$ cat src/rtl/des_iter_ctrl_pkg.sv
// -----------------------------------------------------------------------------
// des_iter_ctrl_pkg
//   Shared constants for the iterative DES control slice.
//   - N_R      : number of DES rounds
//   - state_t  : FSM state encoding (3-bit)
//   - ROT_ENC / ROT_DEC : per-round key-half rotation amounts, packed 2 bits
//     per round with round 0 in bits [1:0].
// -----------------------------------------------------------------------------
package des_iter_ctrl_pkg;

    localparam int N_R = 16;

    typedef enum logic [2:0] {
        S_IDLE  = 3'd0,
        S_LOAD  = 3'd1,
        S_ROUND = 3'd2,
        S_DONE  = 3'd3,
        S_ACK   = 3'd4
    } state_t;

    // Encrypt (left):  1,1,2,2,2,2,2,2,1,2,2,2,2,2,2,1
    localparam logic [31:0] ROT_ENC = 32'h6AA9_AAA5;
    // Decrypt (right): 0,1,2,2,2,2,2,2,1,2,2,2,2,2,2,1
    // Round 0 does not move: the pre-processed key already sits at the
    // position the last encrypt round left it in.
    localparam logic [31:0] ROT_DEC = 32'h6AA9_AAA4;

endpackage

$ cat src/rtl/des_rot_lut.sv
// -----------------------------------------------------------------------------
// des_rot_lut
//   Combinational round-index -> key rotation amount lookup.
//   Optional feature macro: DES_DECRYPT_EN (adds dir input and decrypt table).
// Ports:
//   idx  in  4  round index (0..15)
//   dir  in  1  0=encrypt table, 1=decrypt table (DES_DECRYPT_EN only)
//   rot  out 2  rotation amount for this round
// -----------------------------------------------------------------------------
module des_rot_lut
    import des_iter_ctrl_pkg::*;
(
    input  logic [3:0] idx,
`ifdef DES_DECRYPT_EN
    input  logic       dir,
`endif
    output logic [1:0] rot
);

`ifdef DES_DECRYPT_EN
    logic [31:0] tab;
    assign tab = dir ? ROT_DEC : ROT_ENC;
    assign rot = tab[{idx, 1'b0} +: 2];
`else
    assign rot = ROT_ENC[{idx, 1'b0} +: 2];
`endif

endmodule

$ cat src/rtl/des_iter_ctrl.sv
// -----------------------------------------------------------------------------
// des_iter_ctrl
//   Sequencer for the iterative DES datapath. Takes a 4-phase req/ack request,
//   strobes ld, runs the shared round stage for NR cycles (en, rnd, rot,
//   rot_dir), strobes fin, then holds ack until req drops.
//   Optional feature macro: DES_DECRYPT_EN (dec port, latched direction).
// Ports:
//   clk      in   1   clock
//   rst      in   1   asynchronous active-low reset
//   req      in   1   request
//   ack      out  1   acknowledge (result valid)
//   dec      in   1   1=decrypt (DES_DECRYPT_EN only)
//   ld       out  1   load datapath state registers
//   en       out  1   round enable
//   rnd      out  RW  round index
//   rot      out  2   key rotation amount (0 outside ROUND)
//   rot_dir  out  1   0=left (encrypt), 1=right (decrypt)
//   fin      out  1   capture output register
//   busy     out  1   not IDLE
// -----------------------------------------------------------------------------
module des_iter_ctrl
    import des_iter_ctrl_pkg::*;
#(
    parameter int NR = N_R,
    parameter int RW = 5
) (
    input  logic          clk,
    input  logic          rst,
    input  logic          req,
    output logic          ack,
`ifdef DES_DECRYPT_EN
    input  logic          dec,
`endif
    output logic          ld,
    output logic          en,
    output logic [RW-1:0] rnd,
    output logic [1:0]    rot,
    output logic          rot_dir,
    output logic          fin,
    output logic          busy
);

    state_t     state, state_nx;
    logic       last;
    logic       dir;
    logic [1:0] lut_rot;

    assign last = (rnd == RW'(NR - 1));

    // State register
    always_ff @(posedge clk or negedge rst) begin
        if (!rst) state <= S_IDLE;
        else      state <= state_nx;
    end

    // Next-state logic; req drops during LOAD/ROUND/DONE are ignored
    always_comb begin
        state_nx = state;
        case (state)
            S_IDLE:  if (req)  state_nx = S_LOAD;
            S_LOAD:            state_nx = S_ROUND;
            S_ROUND: if (last) state_nx = S_DONE;
            S_DONE:            state_nx = S_ACK;
            S_ACK:   if (!req) state_nx = S_IDLE;
            default:           state_nx = S_IDLE;
        endcase
    end

    // Round counter: cleared at LOAD, saturates at NR-1
    always_ff @(posedge clk or negedge rst) begin
        if (!rst)                           rnd <= '0;
        else if (state == S_LOAD)           rnd <= '0;
        else if (state == S_ROUND && !last) rnd <= rnd + 1'b1;
    end

`ifdef DES_DECRYPT_EN
    // Direction is frozen for the whole operation at LOAD
    always_ff @(posedge clk or negedge rst) begin
        if (!rst)                 dir <= 1'b0;
        else if (state == S_LOAD) dir <= dec;
    end
`else
    assign dir = 1'b0;
`endif

    assign rot_dir = dir;

    des_rot_lut u_lut (
        .idx (rnd[3:0]),
`ifdef DES_DECRYPT_EN
        .dir (dir),
`endif
        .rot (lut_rot)
    );

    // Output decode, from state only
    always_comb begin
        ld   = 1'b0;
        en   = 1'b0;
        fin  = 1'b0;
        ack  = 1'b0;
        rot  = 2'd0;
        busy = (state != S_IDLE);
        case (state)
            S_LOAD:  ld  = 1'b1;
            S_ROUND: begin
                en  = 1'b1;
                rot = lut_rot;
            end
            S_DONE:  fin = 1'b1;
            S_ACK:   ack = 1'b1;
            default: ;
        endcase
    end

endmodule

$ cat config.mk
export PLATFORM = sky130hd
export DESIGN_NAME = des_iter_ctrl
export DESIGN_NICKNAME = d
export VERILOG_FILES = /design/src/rtl/des_iter_ctrl_pkg.sv /design/src/rtl/des_rot_lut.sv /design/src/rtl/des_iter_ctrl.sv
export SDC_FILE = /design/constraint.sdc
export NUM_CORES = 1
export LEC_CHECK = 0
export ABC_CLOCK_PERIOD_IN_PS = 2000
export CAP_MARGIN = 20
export CELL_PAD_IN_SITES_DETAIL_PLACEMENT = 0
export CELL_PAD_IN_SITES_GLOBAL_PLACEMENT = 1
export CORE_MARGIN = 3
export CORE_UTILIZATION = 28
export CTS_CLUSTER_SIZE = 20
export DETAILED_ROUTE_END_ITERATION = 6
export PLACE_DENSITY = 0.79
export SLEW_MARGIN = 0
export SYNTH_ARGS = -nofsm -noshare
export SYNTH_HDL_FRONTEND = slang
export SYNTH_HIERARCHICAL = 1
export SYNTH_SLANG_ARGS = --single-unit
$ cat constraint.sdc
create_clock -name clk -period 2 [get_ports clk]
set_clock_uncertainty 0.05 [all_clocks]
set_input_delay 0.4 -clock clk [delete_from_list [all_inputs] [get_ports clk]]
set_output_delay 0.4 -clock clk [all_outputs]
set_load 0.03 [all_outputs]
== After elaboration in Yosys (flattened, before gate mapping) ==
Index checks and enable logic that the tools add are counted.
Storage, ports and cells
  flip-flop bits (word level): 8
  bits in latches: 0
  RAM bits: 0
  ROM bits: 0
  input bits: 3
  output and inout port bits: 13
  logic and storage cells: 29
  memories: 0
Cells by class
  $add $sub $neg: 1
  multiply operators: 0
  divide/modulo/power cells: 0
  order comparisons: 0
  equal/unequal tests: 8
  shifts and indexed selects: 1
  multiplexer cells: 11
  bitwise gates (word level): 0
  reductions and logical operators: 6
Operators with widths (count)
  32-bit by 6-bit variable part select with 2-bit output (first input constant): 1
  3-bit case mux with 5 select lines: 1
  5-bit two-way mux: 2
  3-bit two-way mux: 3
  3-bit by 2-bit == test with 1-bit output (second input constant): 2
  2-bit != test (second input constant): 3
  5-bit by 1-bit adder with 5-bit output (second input constant): 1
  5-bit by 4-bit == test with 1-bit output (second input constant): 1
  1-bit two-way mux: 4
  3-bit by 1-bit == test with 1-bit output (second input constant): 1
  3-bit == test (second input constant): 1
  3-bit zero test: 1
  3-bit AND reduction: 1
  3-bit nonzero test: 1
  2-bit two-way mux: 1
  2-bit nonzero test: 1
  1-bit logical AND: 1
  1-bit zero test: 1

== Logic depth before layout (Yosys ltp) ==
  word-level depth: 5
  depth in mapped cells: 6
  depth with buffers taken out: 6

== Modules after synthesis ==
Netlist, hierarchy kept.
By module, submodules not included
  des_iter_ctrl: instances 1, cells each 39, area an instance 442.9 um2, seq. area each 200.2 um2
  des_rot_lut: instances 1, cells each 4, area an instance 25.0 um2, seq. area each 0.0 um2

== Least setup slack after synthesis ==
No wires, ideal clock.
  path kind: register -> register
  start point: register rnd[0]
  end point: register rnd[0]
  setup time: 0.125 ns
  arrival: 1.840 ns
  required time: 1.825 ns
  setup slack: -0.016 ns
  stages on the path, launching flop included: 7
  path buffers: 0
  period minus slack after synthesis: 2.016 ns
  cell sequence: dfrtp_1 -> ha_1 -> and3_1 -> ha_1 -> nor4b_4 -> nor2_1 -> mux2_4
On the way
  cells in the longest elaborated chain, start to end: 4
  elaborated cells between the ends (all ways): 7
  those cells by class: add/sub: 1; eq/ne: 1; mux: 2; reduce/logical: 3
RTL lines
  start: declaration: line des_iter_ctrl.sv:36  | output logic [RW-1:0] rnd,
  start signal: assignment: line des_iter_ctrl.sv:73  | else if (state == S_ROUND && !last) rnd <= rnd + 1'b1;
  branches (longest 4 deep; another with 5-bit by 1-bit adder with 5-bit output)
Parallel ways; which one is timed is not known. The select of a mux whose other input is x is not followed.
A chain may end at the register's enable or synchronous reset.

== Worst setup path after layout ==
  start point: register state[0]
  end point: output port busy
On the way
  cells in the longest elaborated chain, start to end: 1
RTL lines
  start: declaration: line des_iter_ctrl.sv:43  | state_t state, state_nx;
  start signal: assignment: line des_iter_ctrl.sv:53  | else state <= state_nx;
  3-bit nonzero test: line des_iter_ctrl.sv:103  | busy = (state != S_IDLE);
  end: declaration: line des_iter_ctrl.sv:40  | output logic busy
No other way between the ends.

==> flow_metrics.env <==
export IMPL_ys_ff_latch=8
export IMPL_synth_top_family_by_area="simple AND/OR/NAND/NOR gates"
export IMPL_rsz0062_at_grt="no"
export IMPL_crit_path_end_kind="output pin"
export IMPL_synth_top_area_share_pct=42.8
export IMPL_grt_pass1_vias=360
export IMPL_synthSimpleGateAreaFrac_pct=29.7
export IMPL_io_buffer_count=14
export IMPL_yosysMostFrequentCell="dfrtp_1"
export IMPL_synth_async_reset_ratio_pct=100
export IMPL_power_frac_clock_pct=11.1
export IMPL_cts_tree="yes"
export IMPL_power_density_nw_per_um2=1680
export IMPL_min_period_ns=1.92
export IMPL_start_kind="register"
export IMPL_totalWireLength_um=963
export IMPL_path_delay_family="simple AND/OR/NAND/NOR gates"
export IMPL_finalMaxSlewViolations=0
export IMPL_synth_xor_area_share_pct=0
export IMPL_die_h_um=46.9
export IMPL_crit_start="state[0]"
export IMPL_vias=396
export IMPL_grt_start_max_net_pins=9
export IMPL_drc=0
export IMPL_synth_area_sq_um=468
export IMPL_dpl_hpwl_um=774
export IMPL_first_pass_iters=4
export IMPL_cts_htree_levels=1
export IMPL_rows=14
export IMPL_p_switching_w=0.000514
export IMPL_worstPathArrival_ns=1.47
export IMPL_cap_violations=0
export IMPL_nets=76
export IMPL_synth_main_ff_cell="dfrtp_1"
export IMPL_synthAdderAreaFrac_pct=5.35
export IMPL_n_antenna_cell=0
export IMPL_ys_top_cells_by_count="dfrtp_1 (8), nand2_1 (4), and3_1 (3), mux2i_1 (3)"
export IMPL_path_class="reg2out"
export IMPL_grt_pass1_wl_um=1560
export IMPL_power_leakage_nw=0.398
export IMPL_hold_path_class="in2async"
export IMPL_synth_edf_count=0
export IMPL_numCtsBuffers=3
export IMPL_synth_largest_area_cell="dfrtp_1"
export IMPL_yosysWarnings=6
export IMPL_start_util_pct=30.4
export IMPL_cp_num_buf_inv=1
export IMPL_max_freq_mhz=520
export IMPL_cpMaxStageDelayCell="or3_2"
export IMPL_ir_worst_vdd_mv=0.774
export IMPL_vias_per_cell=4.60
export IMPL_swShare_pct=43.3
export IMPL_max_stage_delay_ns=0.47
export IMPL_synthMuxAreaShare_pct=9.63
export IMPL_antenna_found_initial=0
export IMPL_design_area_sq_um=708
export IMPL_overflow=0
export IMPL_p_int_w=0.000674
export IMPL_synth_compound_area_share_pct=7.75
export IMPL_die_x_um=46.9
export IMPL_path_clk_slew_ns=0.06
export IMPL_synth_nets=48
export IMPL_p_comb_share_pct=66.0
export IMPL_coreArea_sq_um=1540
export IMPL_final_setup_tns_ns=0
export IMPL_required_ns=1.55
export IMPL_synth_cell_types=23
export IMPL_outcome="complete, no violations"
export IMPL_cts_buffer_depth=2
export IMPL_io_pins=16
export IMPL_design_die_area_sq_um=2200
export IMPL_cp_cell_sequence="or3_2 > dlygate4sd2_1"
export IMPL_ys_seq_area_share_pct=42.8
export IMPL_root_buffer="clkbuf_4"
export IMPL_synth_area_leaders="dfrtp_1 (43%), mux2i_1 (6.4%), ha_1 (5.3%)"
export IMPL_report_final_hold_viol_count=0
export IMPL_postCtsSetupRepairBufs=0
export IMPL_antenna_left=0
export IMPL_drt_initial_drc_count=5
export IMPL_clock_latency_ns=0.25
export IMPL_synthCells=43
export IMPL_reg2reg_from="rnd[1]"
export IMPL_layout_drive_gt1_share_pct=35.7
export IMPL_seqPwrFrac_pct=22.9
export IMPL_area_growth_pct=51.3
export IMPL_cts_num_sinks=8
export IMPL_place_gp_congestion=0.824
export IMPL_dpl_cell_area_sq_um=692
export IMPL_crit_fanout=4
export IMPL_track_usage_pct=9.99
export IMPL_wl_per_cell_um=11.2
export IMPL_setup_viol=0
export IMPL_syn_area_per_cell_sq_um=10.9
export IMPL_fin_crit_sh_pct=96.1
area by class of cell:
class | count | area [sq um]
clock buffers | 4 | 26.3
fillers | 146 | 833
inverters | 3 | 11.3
multi-input cells | 31 | 249
flip-flops and latches | 8 | 201
well taps | 16 | 20.0
repair buffers | 24 | 200
worst paths after layout:
kind / end / cells past startpoint / slack (ns)
setup / recovery: busy / 2 / 0.08
hold reg to reg: rnd[4] / 1 / 0.49
setup reg to reg: rnd[3] / 7 / 0.11
max in group asynchronous: rnd[0] / 1 / 1.23
min in group clk: rnd[4] / 1 / 0.49
hold / removal: rnd[3] / 1 / 0.38
logic make-up after synthesis:
family / count (synthesis)
AO/OA/AOI/OAI: 4
adder cells (fa/ha/maj): 2
buffers and inverters: 4
flip-flops: 8
multiplexers: 4
other: 1
AND/OR/NAND/NOR: 20
metrics by stage:
| stage | total power, W | util, % | setup slack [ns] | std cells | hold slack, ns |
|---|---|---|---|---|---|
| floorplan | 0.000750 | - | 0.0157 | 43 | 0.0544 |
| global placement | 0.00109 | 44.9 | 0.00326 | 82 | 0.462 |
| detailed placement | 0.00110 | 44.9 | -0.00879 | 82 | 0.467 |
| CTS | 0.00121 | 46.3 | 0.0212 | 86 | 0.388 |
| global route | 0.00127 | 45.9 | 0.00146 | 86 | 0.400 |
| finish | 0.00119 | 45.9 | 0.0776 | 86 | 0.382 |
cells in the final DEF, fill, tap and decap left out, types with 2 or more instances in the layout:
cell type and n:
buf_4 12, clkdlybuf4s50_1 7, dfrtp_1 7, nand2_1 4
dlygate4sd2_1 4, and3_1 3, mux2i_1 3, clkbuf_4 3
nor2_1 2, and2_1 2, inv_1 2, a22o_2 2
nand4_1 2, ha_1 2
flip-flops by register name, indices dropped and copies added, names as in the netlist:
register and cells:
state 3, rnd 5
power by group through the flow:
stage / Clock [W] / Sequential [W] / Combinational (W)
floorplan: 0 / 0.000369 / 0.000381
global placement: 0 / 0.000271 / 0.000818
detailed placement: 0 / 0.000274 / 0.000822
CTS: 0.000138 / 0.000272 / 0.000797
global route: 0.000148 / 0.000281 / 0.000842
finish: 0.000132 / 0.000271 / 0.000784
metal layers:
| layer | share of wire (%) | vias to the layer above | track usage (%) |
|---|---|---|---|
| met2 | 47 | 11 | 15.4 |
| met4 | 0 | 0 | 3.31 |
| met3 | 6.4 | 0 | 2.68 |
| met5 | 0 | - | 0 |
| li1 | - | 208 | - |
| met1 | 46 | 177 | 13.5 |
repair_timing:
| action | 4_1_cts | 5_1_grt |
|---|---|---|
| hold buffers | 0 | 0 |
| resized for setup | 7 | 2 |
| endpoints found under the setup margin | 5 | 1 |
Note: power is estimated with default switching activity, not from simulation.
